File: src/rtl/pipeline_ctrl.sv
// pipeline_ctrl: hazard/sequencing controller for the 5-stage RV32 pipeline (per-stage enables, flush, bubble, EX forwarding).
// Latency: enables/selects/flush are combinational from the slot scoreboard; scoreboard and perf counters update on clk.
// Backpressure: ext_stall freezes every stage; a hazard holds PC and IF/ID and bubbles ID/EX; a taken branch squashes IF/ID and ID/EX.
//
// Build option: define PIPELINE_CTRL_FWD_EN to enable EX operand forwarding (only load-use then stalls).
//   Without it fwd_a_sel/fwd_b_sel stay 00 and ID waits until no in-flight writer matches its sources.
// Ports:
//   clk, rst (sync, active-low)        clock and reset
//   ext_stall, ex_branch_taken         freeze request, EX redirect
//   id_valid, id_rs1/2, id_use_rs1/2,  ID instruction fields
//   id_rd, id_rd_wr, id_is_load
//   pc_en, pc_load, if_id_en/flush,    per-stage write enables, flush and bubble
//   id_ex_en/bubble, ex_mem_en, mem_wb_en
//   fwd_a_sel, fwd_b_sel               EX operand source: 00 ID/EX, 01 MEM, 10 WB
//   stall_cnt, flush_cnt               saturating perf counters
module pipeline_ctrl #(
  parameter int REG_ADDR_W = 5,
  parameter int PERF_CNT_W = 32
) (
  input  logic                  clk,
  input  logic                  rst,
  input  logic                  ext_stall,
  input  logic                  id_valid,
  input  logic [REG_ADDR_W-1:0] id_rs1,
  input  logic [REG_ADDR_W-1:0] id_rs2,
  input  logic                  id_use_rs1,
  input  logic                  id_use_rs2,
  input  logic [REG_ADDR_W-1:0] id_rd,
  input  logic                  id_rd_wr,
  input  logic                  id_is_load,
  input  logic                  ex_branch_taken,
  output logic                  pc_en,
  output logic                  pc_load,
  output logic                  if_id_en,
  output logic                  if_id_flush,
  output logic                  id_ex_en,
  output logic                  id_ex_bubble,
  output logic                  ex_mem_en,
  output logic                  mem_wb_en,
  output logic [1:0]            fwd_a_sel,
  output logic [1:0]            fwd_b_sel,
  output logic [PERF_CNT_W-1:0] stall_cnt,
  output logic [PERF_CNT_W-1:0] flush_cnt
);

`ifdef PIPELINE_CTRL_FWD_EN
  localparam bit FWD_EN = 1'b1;
`else
  localparam bit FWD_EN = 1'b0;
`endif

  typedef struct packed {
    logic                  vld;
    logic [REG_ADDR_W-1:0] rd;
    logic                  rd_wr;
  } slot_t;

  // The load flag only matters while the producer sits in EX, so MEM/WB do not carry it.
  slot_t                 ex_slot, mem_slot, wb_slot;
  logic                  ex_is_load;
  logic [REG_ADDR_W-1:0] ex_rs1, ex_rs2;
  logic                  ex_use_rs1, ex_use_rs2;

  logic ex_wr, mem_wr, wb_wr;
  logic dep_ex, dep_mem, dep_wb;
  logic hazard;
  logic [1:0] fwd_a_raw, fwd_b_raw;

  // x0 is never a producer.
  assign ex_wr  = ex_slot.vld  && ex_slot.rd_wr  && (ex_slot.rd  != '0);
  assign mem_wr = mem_slot.vld && mem_slot.rd_wr && (mem_slot.rd != '0);
  assign wb_wr  = wb_slot.vld  && wb_slot.rd_wr  && (wb_slot.rd  != '0);

  assign dep_ex  = (id_use_rs1 && ex_wr  && (id_rs1 == ex_slot.rd))  || (id_use_rs2 && ex_wr  && (id_rs2 == ex_slot.rd));
  assign dep_mem = (id_use_rs1 && mem_wr && (id_rs1 == mem_slot.rd)) || (id_use_rs2 && mem_wr && (id_rs2 == mem_slot.rd));
  assign dep_wb  = (id_use_rs1 && wb_wr  && (id_rs1 == wb_slot.rd))  || (id_use_rs2 && wb_wr  && (id_rs2 == wb_slot.rd));

  // With the bypass network only a load still in EX is too late; without it any in-flight writer blocks ID.
  assign hazard = id_valid && (FWD_EN ? (dep_ex && ex_is_load) : (dep_ex || dep_mem || dep_wb));

  // MEM holds the younger result, so it wins over WB.
  always_comb begin
    fwd_a_raw = 2'b00;
    fwd_b_raw = 2'b00;
    if (ex_slot.vld && ex_use_rs1) begin
      if (mem_wr && (ex_rs1 == mem_slot.rd))     fwd_a_raw = 2'b01;
      else if (wb_wr && (ex_rs1 == wb_slot.rd))  fwd_a_raw = 2'b10;
    end
    if (ex_slot.vld && ex_use_rs2) begin
      if (mem_wr && (ex_rs2 == mem_slot.rd))     fwd_b_raw = 2'b01;
      else if (wb_wr && (ex_rs2 == wb_slot.rd))  fwd_b_raw = 2'b10;
    end
  end

  assign fwd_a_sel = FWD_EN ? fwd_a_raw : 2'b00;
  assign fwd_b_sel = FWD_EN ? fwd_b_raw : 2'b00;

  // Priority: ext_stall > taken branch > hazard stall > advance.
  always_comb begin
    pc_en        = 1'b1;
    pc_load      = 1'b0;
    if_id_en     = 1'b1;
    if_id_flush  = 1'b0;
    id_ex_en     = 1'b1;
    id_ex_bubble = 1'b0;
    ex_mem_en    = 1'b1;
    mem_wb_en    = 1'b1;
    if (ext_stall) begin
      pc_en     = 1'b0;
      if_id_en  = 1'b0;
      id_ex_en  = 1'b0;
      ex_mem_en = 1'b0;
      mem_wb_en = 1'b0;
    end else if (ex_branch_taken) begin
      pc_load      = 1'b1;
      if_id_flush  = 1'b1;
      id_ex_bubble = 1'b1;
    end else if (hazard) begin
      pc_en        = 1'b0;
      if_id_en     = 1'b0;
      id_ex_bubble = 1'b1;
    end
  end

  always_ff @(posedge clk) begin
    if (!rst) begin
      ex_slot    <= '0;
      mem_slot   <= '0;
      wb_slot    <= '0;
      ex_is_load <= 1'b0;
      ex_rs1     <= '0;
      ex_rs2     <= '0;
      ex_use_rs1 <= 1'b0;
      ex_use_rs2 <= 1'b0;
      stall_cnt  <= '0;
      flush_cnt  <= '0;
    end else if (!ext_stall) begin
      wb_slot  <= mem_slot;
      mem_slot <= ex_slot;
      if (ex_branch_taken || hazard) begin
        // Bubble: clear every EX field so stale use bits cannot drive forwarding.
        ex_slot    <= '0;
        ex_is_load <= 1'b0;
        ex_rs1     <= '0;
        ex_rs2     <= '0;
        ex_use_rs1 <= 1'b0;
        ex_use_rs2 <= 1'b0;
      end else begin
        ex_slot.vld   <= id_valid;
        ex_slot.rd    <= id_rd;
        ex_slot.rd_wr <= id_rd_wr;
        ex_is_load    <= id_is_load;
        ex_rs1        <= id_rs1;
        ex_rs2        <= id_rs2;
        ex_use_rs1    <= id_use_rs1;
        ex_use_rs2    <= id_use_rs2;
      end
      if (ex_branch_taken && (flush_cnt != '1))
        flush_cnt <= flush_cnt + PERF_CNT_W'(1);
      if (!ex_branch_taken && hazard && (stall_cnt != '1))
        stall_cnt <= stall_cnt + PERF_CNT_W'(1);
    end
  end

endmodule
File: config.mk
export PLATFORM = sky130hd
export DESIGN_NAME = pipeline_ctrl
export DESIGN_NICKNAME = d
export VERILOG_FILES = /design/src/rtl/pipeline_ctrl.sv
export SDC_FILE = /design/constraint.sdc
export NUM_CORES = 1
export LEC_CHECK = 0
export BUFFER_PORTS_ARGS = -buffer_cell sky130_fd_sc_hd__buf_4
export CAP_MARGIN = 20
export CORE_MARGIN = 2
export CORE_UTILIZATION = 55
export DETAILED_ROUTE_END_ITERATION = 7
export PLACE_DENSITY_LB_ADDON = 0.12
export SETUP_SLACK_MARGIN = 0.02
export SLEW_MARGIN = 20
export SYNTH_ARGS = -nofsm -noshare
export SYNTH_HDL_FRONTEND = slang
export SYNTH_SLANG_ARGS = --single-unit
export TNS_END_PERCENT = 20
File: constraint.sdc
create_clock -name clk -period 4.3 [get_ports clk]
set_input_delay 1.29 -clock clk [delete_from_list [all_inputs] [get_ports clk]]
set_output_delay 1.29 -clock clk [all_outputs]
set_load 0.1 [all_outputs]
==> results of run 1 <==
-- report_power, final --
part	internal, mW	total [mW]	leakage (nW)	switching [mW]
clock network	0.330	0.640	0.106	0.310
logic	0.0430	0.151	1.36	0.108
registers	0.792	0.800	0.686	0.00818
-- metal layers --
metal / track usage [%] / vias to the layer above
li1: - / 2024
met1: 31.76 / 1928
met2: 38.77 / 102
met3: 6.145 / 11
met4: 7.609 / 0
met5: 0 / -
-- critical path: stages --
cell                       delay [ps]
sky130_fd_sc_hd__buf_4            130
sky130_fd_sc_hd__xor2_1           130
sky130_fd_sc_hd__nor4_1           290
sky130_fd_sc_hd__nand3_1          160
sky130_fd_sc_hd__a21oi_2          210
sky130_fd_sc_hd__a211oi_4          80
sky130_fd_sc_hd__nor2_1           180
sky130_fd_sc_hd__nor2_4            50
sky130_fd_sc_hd__buf_4            240
-- cells by family (layout without fill, tap and decap cells) --
kind of cell | count (synthesis) | after routing | synth area share, %
multiplexers | 24 | 24 | 5.286
AO/OA/AOI/OAI | 65 | 65 | 9.857
other | 1 | 4 | 0.08252
flip-flops | 85 | 85 | 37.44
adder cells (fa/ha/maj) | 2 | 2 | 0.5506
AND/OR/NAND/NOR | 248 | 248 | 29.76
buffers and inverters | 43 | 122 | 5.837
XOR/XNOR | 58 | 58 | 11.18
-- worst paths after layout --
kind	cells after the start	endpoint	startpoint	slack, ps
setup reg to reg	6	flush_cnt[31]$_SDFFE_PN0P_	flush_cnt[3]$_SDFFE_PN0P_	1660
hold / removal	2	stall_cnt[25]$_SDFFE_PN0P_	stall_cnt[25]$_SDFFE_PN0P_	500
setup / recovery	9	if_id_en	id_rs1[2]	240
hold reg to reg	2	stall_cnt[25]$_SDFFE_PN0P_	stall_cnt[25]$_SDFFE_PN0P_	500
-- registers in the layout, summed over array words and instances, names as in the netlist --
register   count
ex_slot        7
flush_cnt     32
mem_slot       7
stall_cnt     32
wb_slot        7
-- per-stage QoR --
stage                     worst slack, ps  cells  utilization [%]
final                               244.3    713            67.05
after global routing                123.1    713            67.05
after CTS                           241.3    713            67.05
after detailed placement            252.9    697            64.32
after global placement              247.1    697            64.32
after floorplan                    -218.3    529                -
-- layout by cell type (no fill, tap or decap), types with 6 or more instances in the layout --
master / n
sky130_fd_sc_hd__nor3_1: 7
sky130_fd_sc_hd__and2_1: 6
sky130_fd_sc_hd__o31ai_1: 17
sky130_fd_sc_hd__mux2i_1: 24
sky130_fd_sc_hd__nand3_1: 32
sky130_fd_sc_hd__or3_1: 6
sky130_fd_sc_hd__inv_1: 6
sky130_fd_sc_hd__dfxtp_1: 85
sky130_fd_sc_hd__or4_1: 17
sky130_fd_sc_hd__a32oi_1: 6
sky130_fd_sc_hd__nand2b_1: 11
sky130_fd_sc_hd__clkbuf_8: 9
sky130_fd_sc_hd__nor2_1: 59
sky130_fd_sc_hd__and3_1: 17
sky130_fd_sc_hd__nand4_1: 17
sky130_fd_sc_hd__a21oi_1: 22
sky130_fd_sc_hd__xor2_1: 42
sky130_fd_sc_hd__and4_1: 9
sky130_fd_sc_hd__nor4_1: 7
sky130_fd_sc_hd__buf_4: 99
sky130_fd_sc_hd__xnor2_1: 16
sky130_fd_sc_hd__nand2_1: 41
-- cell type report --
type	count	area [sq um]	area share (%)
clock buffer	9	123.9	2.283
clock inverter	7	97.59	1.798
inverter	7	26.28	0.4842
multi-input combinational	401	2603	47.96
sequential	85	1702	31.36
tap	105	131.4	2.421
timing repair buffer	99	743.2	13.70
==> impl_summary.txt, run 1 <==
----------------------------------------------------
[Setup path]
  Critical Path AT ... 2770 ps
  Critical path endpoint category ... primary output
  Worst EP required ... 3010 ps
  Critical Path Source Type ... input pin
  Kind of critical path ... in2out
  Max FO, Critical Path ... 3

[Clock network]
  Max Buffers Root-to-Sink ... 2
  Setup repair bufs after CTS ... 0
  Worst-path clk slew ... 90 ps
  Post-CTS Hold Buffers ... 0
  Clock tree from TritonCTS ... done
  Worst-Skew Late Latency ... 360 ps
  Master cell of the clock root buffer ... sky130_fd_sc_hd__clkbuf_8
  Number of clock sinks ... 85
  CTS H-tree lvls ... 3
  Total of cells resized after clock tree synthesis ... 0
  Clock buffer count from CTS ... 9

[Detailed routing]
  Remaining design rule violation count ... 0
  Met1 Routed Length ... 4932 um
  Length of routed met2 wiring ... 5024 um
  Starting DRC count in detailed routing ... 167
  Average detailed-routed wire length per instance ... 15.02 um
  Amount of wire on met3 after detailed routing ... 623 um
  Remaining number of nets flagged by the antenna check after routing ... 0
  Number of detailed-route iterations in the first pass ... 4
  DR top layer ... met4
  Overall via count from detail_route ... 4065
  Final routed wirelength across all metal layers ... 10710 um
  Mean number of vias per cell ... 5.701

[Timing]
  Transition time at the pin with the least slew margin ... 764.7 ps
  Hold violation count in the final report ... 0
  Summed negative setup slack over all endpoints ... 0 ps
  Maximum clock rate ... 246.6 MHz
  Setup repair after global routing missed its margin ... false
  Final number of setup-violating endpoints ... 0
  Time the final worst path needs with I/O delays and setup ... 4056 ps
  Worst clock skew ... 11.43 ps
  Worst-case hold slack ... 495.3 ps
  Worst slew margin relative to its limit ... 48.95%
  Pins Over Slew Limit ... 0
  Portion of the clock cycle consumed by the worst path in the final layout ... 94.32%

[Yosys]
  Area of the mapped netlist ... 0.004544 sq mm
  Yosys Warn Count ... 0
  Leading cell types by count after synthesis ... 85 x sky130_fd_sc_hd__dfxtp_1, 61 x sky130_fd_sc_hd__nor2_1, 42 x sky130_fd_sc_hd__xor2_1
  Flop and latch count out of synthesis ... 85
  Unique masters post-synth ... 53
  Avg Synthesized Cell Area ... 8.639 sq um
  Ys async rst share ... 0%
  Seq/Total Area, Yosys ... 37.44%
  Area contributors post-synth ... sky130_fd_sc_hd__dfxtp_1 37%, sky130_fd_sc_hd__xor2_1 8.1%, sky130_fd_sc_hd__mux2i_1 5.3%, sky130_fd_sc_hd__nor2_1 5.0%, sky130_fd_sc_hd__nand3_1 3.5%
  Cell type with the largest total area after synthesis ... sky130_fd_sc_hd__dfxtp_1
  Most frequently used cell type in the post-synthesis netlist ... sky130_fd_sc_hd__dfxtp_1
  Fraction of synthesized cell area taken by the top area cell type ... 37.44%
  Count of flip-flops with a built-in enable after synthesis ... 0
  Post-Synthesis Cells ... 526
  Predominant post-synthesis flop cell ... sky130_fd_sc_hd__dfxtp_1

[Pwr]
  Power per Cell Area ... 293.2 mW/mm^2
  Total leakage power ... 2.152 nW
  Max rail drop VDD ... 0.0002108 V
  Final Total Pwr ... 1.591 mW

[Finish]
  Antenna Cells ... 0
  Final non-filler cell area ... 0.005426 sq mm
  Final-stage net count ... 629
  Ratio of cells with drive above 1 in the final layout ... 22.20%
  Layout area overhead ... 19.41%
  Fillers ... 733

[Floorplanning]
  Total core area ... 0.008093 sq mm
  Die Y ... 94.90 um
  Horizontal die dimension ... 94.90 um
  Number of rows created at floorplan ... 33
  Count of boundary I/O pins ... 100
  Effective utilization at floorplan ... 56.15%
  Die area ... 0.009006 sq mm

[Run]
  Max-Cap Viols ... 0

[Global routing]
  Congestion Overflow GR ... 0
  Pin count of the biggest net entering global routing ... 62
  Number of global-route vias before repair ... 3690
  Global-route wire length before repair ... 17280 um
  All-Layer GR Usage ... 24.11%
  Number of antenna violations at the first check in global routing ... 0

[Placed design]
  Last weighted congestion value of the routability-driven placer ... 0.8337
  Port-buffer cells ... 94
  Placed cell areas ... 0.005205 sq mm
  Detailed Place HPWL ... 7338 um

[Run status]
  Status ... complete, no violations

[Min path]
  Worst hold path class ... reg2reg

----------------------------------------------------
Note: power is estimated with default switching activity, not from simulation.
==> inputs of run 2 (changes only) <==
CORE_UTILIZATION = 50   (was 55)
==> run 2 against run 1 <==
  * Register-to-register slack better by 70 ps
  * Combinational power about the same
  * Final cell count up 0.42%
  * Die area up 9.6%
  * Routed wire length up 1.7%
  * Sequential power about the same
  * Worst hold slack worse by 4.7 ps
  * Total power down 5.3%
  * Core utilization down 5.4 points
  * Largest power group unchanged
==> impl_summary.txt, run 2 (synthesized netlist as in run 1, its figures left out) <==
----------------------------------------------------
[Run status]
  Status ... complete, no violations

[Setup path]
  Kind of critical path ... in2out
  Crit Reg-Reg Endpoint ... stall_cnt[7]$_SDFFE_PN0P_
  Depth of the most critical reg-to-reg path ... 9
  Critical Path AT ... 2860 ps
  Source of the worst register-to-register timing path ... stall_cnt[0]$_SDFFE_PN0P_
  Critical Path Source Type ... input pin
  Worst EP required ... 3010 ps
  Max FO, Critical Path ... 4
  Setup slack, reg-to-reg ... 1730 ps
  Critical path endpoint category ... primary output

[Placed design]
  Detailed Place HPWL ... 7614 um
  Placed cell areas ... 0.005209 sq mm
  Port-buffer cells ... 94
  Last weighted congestion value of the routability-driven placer ... 0.9006

[Timing]
  Summed negative setup slack over all endpoints ... 0 ps
  Pins Over Slew Limit ... 0
  Time the final worst path needs with I/O delays and setup ... 4151 ps
  Final number of setup-violating endpoints ... 0
  Worst clock skew ... 15.47 ps
  Hold violation count in the final report ... 0
  Setup repair after global routing missed its margin ... false
  Transition time at the pin with the least slew margin ... 803.5 ps
  Portion of the clock cycle consumed by the worst path in the final layout ... 96.55%
  Maximum clock rate ... 240.9 MHz
  Worst slew margin relative to its limit ... 46.36%

[Detailed routing]
  Number of detailed-route iterations in the first pass ... 6
  Starting DRC count in detailed routing ... 164
  Mean number of vias per cell ... 5.718
  Remaining design rule violation count ... 0
  Final routed wirelength across all metal layers ... 10890 um
  Overall via count from detail_route ... 4094
  Average detailed-routed wire length per instance ... 15.22 um
  Remaining number of nets flagged by the antenna check after routing ... 0

[Finish]
  Sequential cell area in the final layout ... 0.001702 sq mm
  Most frequent cells in the layout ... 99 x sky130_fd_sc_hd__buf_4, 85 x sky130_fd_sc_hd__dfxtp_1, 59 x sky130_fd_sc_hd__nor2_1
  Most common cell after layout, fill and taps aside ... sky130_fd_sc_hd__buf_4
  Final-stage net count ... 629
  Layout area overhead ... 18.86%
  Biggest regs ... flush_cnt: 32 flops, stall_cnt: 32 flops
  Post-route core utilization ... 61.64%
  Ratio of cells with drive above 1 in the final layout ... 22.20%
  Antenna Cells ... 0
  Combined area of the multi-input logic cells ... 0.002603 sq mm
  Final non-filler cell area ... 0.005401 sq mm
  Fillers ... 779

[Floorplanning]
  Count of boundary I/O pins ... 100
  Die Y ... 99.34 um
  Total core area ... 0.008763 sq mm
  Effective utilization at floorplan ... 51.86%
  Horizontal die dimension ... 99.34 um
  Die area ... 0.009867 sq mm
  Number of rows created at floorplan ... 34

[Global routing]
  Number of global-route vias before repair ... 3777
  Number of antenna violations at the first check in global routing ... 0
  All-Layer GR Usage ... 22.32%
  Global-route wire length before repair ... 18040 um
  Pin count of the biggest net entering global routing ... 45
  Congestion Overflow GR ... 0

[Clock network]
  Setup repair bufs after CTS ... 0
  Clock tree from TritonCTS ... done
  Worst-Skew Late Latency ... 360 ps
  Number of clock sinks ... 85
  Worst-path clk slew ... 80 ps
  Master cell of the clock root buffer ... sky130_fd_sc_hd__clkbuf_8
  Clock buffer count from CTS ... 9
  Max Buffers Root-to-Sink ... 2
  Post-CTS Hold Buffers ... 0
  CTS H-tree lvls ... 3
  Total of cells resized after clock tree synthesis ... 0

[Min path]
  Endpoint, Worst Hold ... ex_slot[6]$_SDFFE_PN0N_
  Worst hold path class ... reg2reg
  Hold path cells ... 2
  Hold wc startpoint ... ex_slot[6]$_SDFFE_PN0N_

[Pwr]
  Final Total Pwr ... 1.507 mW
  Max rail drop VDD ... 0.0001312 V
  Net Sw Power ... 0.4254 mW
  Clock power frac ... 36.9%
  Power per Cell Area ... 278.9 mW/mm^2
  Net switching fraction of the power ... 28.23%
  Sequential fraction of design power ... 53.1%
  Total leakage power ... 2.138 nW
  Internal power summed over all cells ... 1.081 mW
  Gate power share ... 10.0%

[Run]
  Max-Cap Viols ... 0

----------------------------------------------------
-- run 2: cell types whose count changed in the layout (fill, tap and decap cells not counted) --
| cell | previous run | this run |
|---|---|---|
| sky130_fd_sc_hd__bufinv_16 | 2 | 0 |
| sky130_fd_sc_hd__clkinv_4 | 0 | 1 |
| sky130_fd_sc_hd__clkinv_2 | 1 | 0 |
| sky130_fd_sc_hd__clkbuf_8 | 9 | 11 |
-- run 2: routing by layer --
metal	GRT usage, %	up-vias	share of wire [%]
li1	-	2024	-
met1	30.01	1964	46
met2	35.91	95	47
met3	4.076	11	5.2
met4	8.325	0	1.1
met5	0	-	0
-- run 2: critical path: stages --
cell	delay, ps
sky130_fd_sc_hd__buf_4	130
sky130_fd_sc_hd__xor2_1	140
sky130_fd_sc_hd__nor4_1	340
sky130_fd_sc_hd__nand3_1	170
sky130_fd_sc_hd__a21oi_2	220
sky130_fd_sc_hd__a211oi_4	80
sky130_fd_sc_hd__nor2_1	190
sky130_fd_sc_hd__nor2_4	60
sky130_fd_sc_hd__buf_4	250
-- run 2: per-stage QoR --
stage          hold slack [ps]  setup WS [ps]  cells
2_1_floorplan            458.4         -218.3    529
3_3_place_gp             470.3          157.6    700
3_5_place_dp             480.6          145.3    700
4_1_cts                  492.8          140.8    716
5_1_grt                  519.4          55.90    716
6_report                 490.6          148.6    716
-- run 2: area by class of cell --
type	instances	area share, %
clock inverters	5	0.7644
multi-input cells	401	48.18
well taps	108	2.502
flip-flops and latches	85	31.50
clock buffers	11	2.803
repair buffers	99	13.76
inverters	7	0.4864
-- run 2: worst max path at each step --
stage,startpoint,to,slack (ps)
finish,id_rs1[4],pc_en,150
global route,id_rs1[4],pc_en,60
CTS,id_rs1[4],pc_en,140
detailed placement,id_rs1[4],pc_en,150
global placement,id_rs1[4],pc_en,160
floorplan,id_rs1[2],pc_en,-220
-- run 2: power groups by stage --
stage	logic, mW	clock network, mW	registers (mW)
floorplan	0.107	0	0.825
global placement	0.149	0	0.819
detailed placement	0.151	0	0.819
CTS	0.151	0.566	0.801
global route	0.161	0.598	0.802
finish	0.150	0.556	0.801
==> inputs of run 3 (changes only) <==
PLACE_DENSITY = 0.74   (was unset)
PLACE_DENSITY_LB_ADDON = unset   (was 0.12)
==> run 3 against run 2 <==
  * Clock-buffer cell count is 2 lower
  * Clock skew shrank 2.1 ps
  * Core utilization increased by 0.057 points
  * Die area unchanged
  * Sequential cell count unchanged
  * Design area about the same
  * Worst hold slack improved by 9.6 ps
  * Via count up 0.73%
  * Critical path type unchanged
==> impl_summary.txt, run 3 (synthesized netlist as in run 1, its figures left out) <==
----------------------------------------------------
[Min path]
  Hold path cells ... 2
  Worst hold path class ... reg2reg
  Hold wc startpoint ... stall_cnt[25]$_SDFFE_PN0P_
  Endpoint, Worst Hold ... stall_cnt[25]$_SDFFE_PN0P_

[Clock network]
  Clock tree from TritonCTS ... done
  Post-CTS Hold Buffers ... 0
  Max Buffers Root-to-Sink ... 2
  Total of cells resized after clock tree synthesis ... 0
  Clock buffer count from CTS ... 9
  Setup repair bufs after CTS ... 0
  Master cell of the clock root buffer ... sky130_fd_sc_hd__clkbuf_8
  CTS H-tree lvls ... 3
  Worst-Skew Late Latency ... 360 ps
  Number of clock sinks ... 85
  Worst-path clk slew ... 100 ps

[Detailed routing]
  Starting DRC count in detailed routing ... 137
  Mean number of vias per cell ... 5.768
  Number of detailed-route iterations in the first pass ... 4
  Final routed wirelength across all metal layers ... 11180 um
  Average detailed-routed wire length per instance ... 15.63 um
  Remaining number of nets flagged by the antenna check after routing ... 0
  Overall via count from detail_route ... 4124
  Remaining design rule violation count ... 0

[Setup path]
  Cell-by-cell trace of the critical path ... buf_4, xor2_1, nor4_1, nand3_1, a21oi_2, a211oi_4, nor2_1, nor2_4, buf_4
  Critical Path AT ... 2840 ps
  Slowest stage cell, crit path ... sky130_fd_sc_hd__nor4_1
  Critical Path Source Type ... input pin
  Delay of the slowest cell on the worst path ... 330 ps
  Max FO, Critical Path ... 3
  Depth of the most critical reg-to-reg path ... 9
  Timing startpoint of the critical path ... id_rs1[4]
  Critical path endpoint category ... primary output
  Cell with the most instances on the worst path ... sky130_fd_sc_hd__buf_4
  Kind of critical path ... in2out
  Crit Reg-Reg Endpoint ... stall_cnt[15]$_SDFFE_PN0P_
  Worst EP required ... 3010 ps
  Source of the worst register-to-register timing path ... stall_cnt[0]$_SDFFE_PN0P_
  Setup slack, reg-to-reg ... 1530 ps

[Global routing]
  All-Layer GR Usage ... 23.08%
  Number of antenna violations at the first check in global routing ... 0
  Number of global-route vias before repair ... 3811
  Congestion Overflow GR ... 0
  Global-route wire length before repair ... 18680 um
  Pin count of the biggest net entering global routing ... 62

[Finish]
  Most frequent cells in the layout ... 98 x sky130_fd_sc_hd__buf_4, 85 x sky130_fd_sc_hd__dfxtp_1, 59 x sky130_fd_sc_hd__nor2_1
  Ratio of cells with drive above 1 in the final layout ... 22.08%
  Biggest regs ... flush_cnt: 32 flops, stall_cnt: 32 flops
  Final non-filler cell area ... 0.005406 sq mm
  Most common cell after layout, fill and taps aside ... sky130_fd_sc_hd__buf_4
  Fillers ... 793
  Finished Layout Cells ... 715
  Final-stage net count ... 628
  Layout area overhead ... 18.97%
  Antenna Cells ... 0

[Timing]
  Transition time at the pin with the least slew margin ... 803.2 ps
  Pins Over Slew Limit ... 0
  Maximum clock rate ... 242.2 MHz
  Setup repair after global routing missed its margin ... false
  Portion of the clock cycle consumed by the worst path in the final layout ... 96.02%
  Time the final worst path needs with I/O delays and setup ... 4129 ps
  Final number of setup-violating endpoints ... 0
  Worst slew margin relative to its limit ... 46.37%
  Crit path setup slack, layout ... 171.1 ps
  Hold violation count in the final report ... 0
  Worst clock skew ... 13.38 ps

[Floorplanning]
  Horizontal die dimension ... 99.34 um
  Die area ... 0.009867 sq mm
  Number of rows created at floorplan ... 34
  Count of boundary I/O pins ... 100
  Die Y ... 99.34 um
  Effective utilization at floorplan ... 51.86%
  Total core area ... 0.008763 sq mm

[Pwr]
  Max rail drop VDD ... 0.0001889 V
  Power per Cell Area ... 286.2 mW/mm^2
  Final Total Pwr ... 1.547 mW
  Total leakage power ... 2.142 nW

[Run]
  Max-Cap Viols ... 0

[Placed design]
  Placed cell areas ... 0.005201 sq mm
  Port-buffer cells ... 94
  Last weighted congestion value of the routability-driven placer ... 0.8635
  Worst slack after detailed placement ... 195.5 ps
  Number of cells after detailed placement ... 699
  Detailed Place HPWL ... 7775 um

[Run status]
  Status ... complete, no violations

----------------------------------------------------
-- run 3: worst max-delay path by stage --
stage,to,slack (ps),cells after the start
after floorplan,pc_en,-220,10
after detailed placement,if_id_en,200,9
after CTS,if_id_en,190,9
final,if_id_en,170,9
after global placement,pc_en,220,9
after global routing,if_id_en,60,9
-- run 3: metal layers --
layer / vias up / GRT usage [%] / routed length, um
met2: 107 / 37.84 / 5279
li1: 2023 / - / -
met1: 1983 / 30.60 / 5113
met3: 11 / 4.849 / 644
met4: 0 / 7.271 / 142
met5: - / 0 / 0
-- run 3: worst max-delay path, delay by kind of cell --
kind                   cells  cell delay (ps)
AND/OR/NAND/NOR            4              740
buffers and inverters      2              370
AO/OA/AOI/OAI              2              280
XOR/XNOR                   1              150
-- run 3: area by class of cell --
cell class / instances / area [sq um] / area share [%]
Multi-Input combinational cell: 401 / 2603 / 48.14
Sequential cell: 85 / 1702 / 31.47
Timing Repair Buffer: 98 / 735.7 / 13.61
Tap cell: 108 / 135.1 / 2.499
Clock buffer: 9 / 123.9 / 2.291
Clock inverter: 7 / 81.33 / 1.504
Inverter: 7 / 26.28 / 0.4860
-- run 3: per-stage QoR --
step | setup TNS, ps | util [%] | hold slack [ps]
2_1_floorplan | -410.0 | - | 458.4
3_3_place_gp | 0 | 59.35 | 472.8
3_5_place_dp | 0 | 59.35 | 482.3
4_1_cts | 0 | 61.69 | 499.5
5_1_grt | 0 | 61.69 | 534.3
6_report | 0 | 61.69 | 500.2
-- run 3: report_power, final --
part           internal [mW]  total (mW)  switching, mW
Clock                  0.278       0.596          0.318
Sequential             0.792       0.801        0.00859
Combinational         0.0424       0.151          0.108
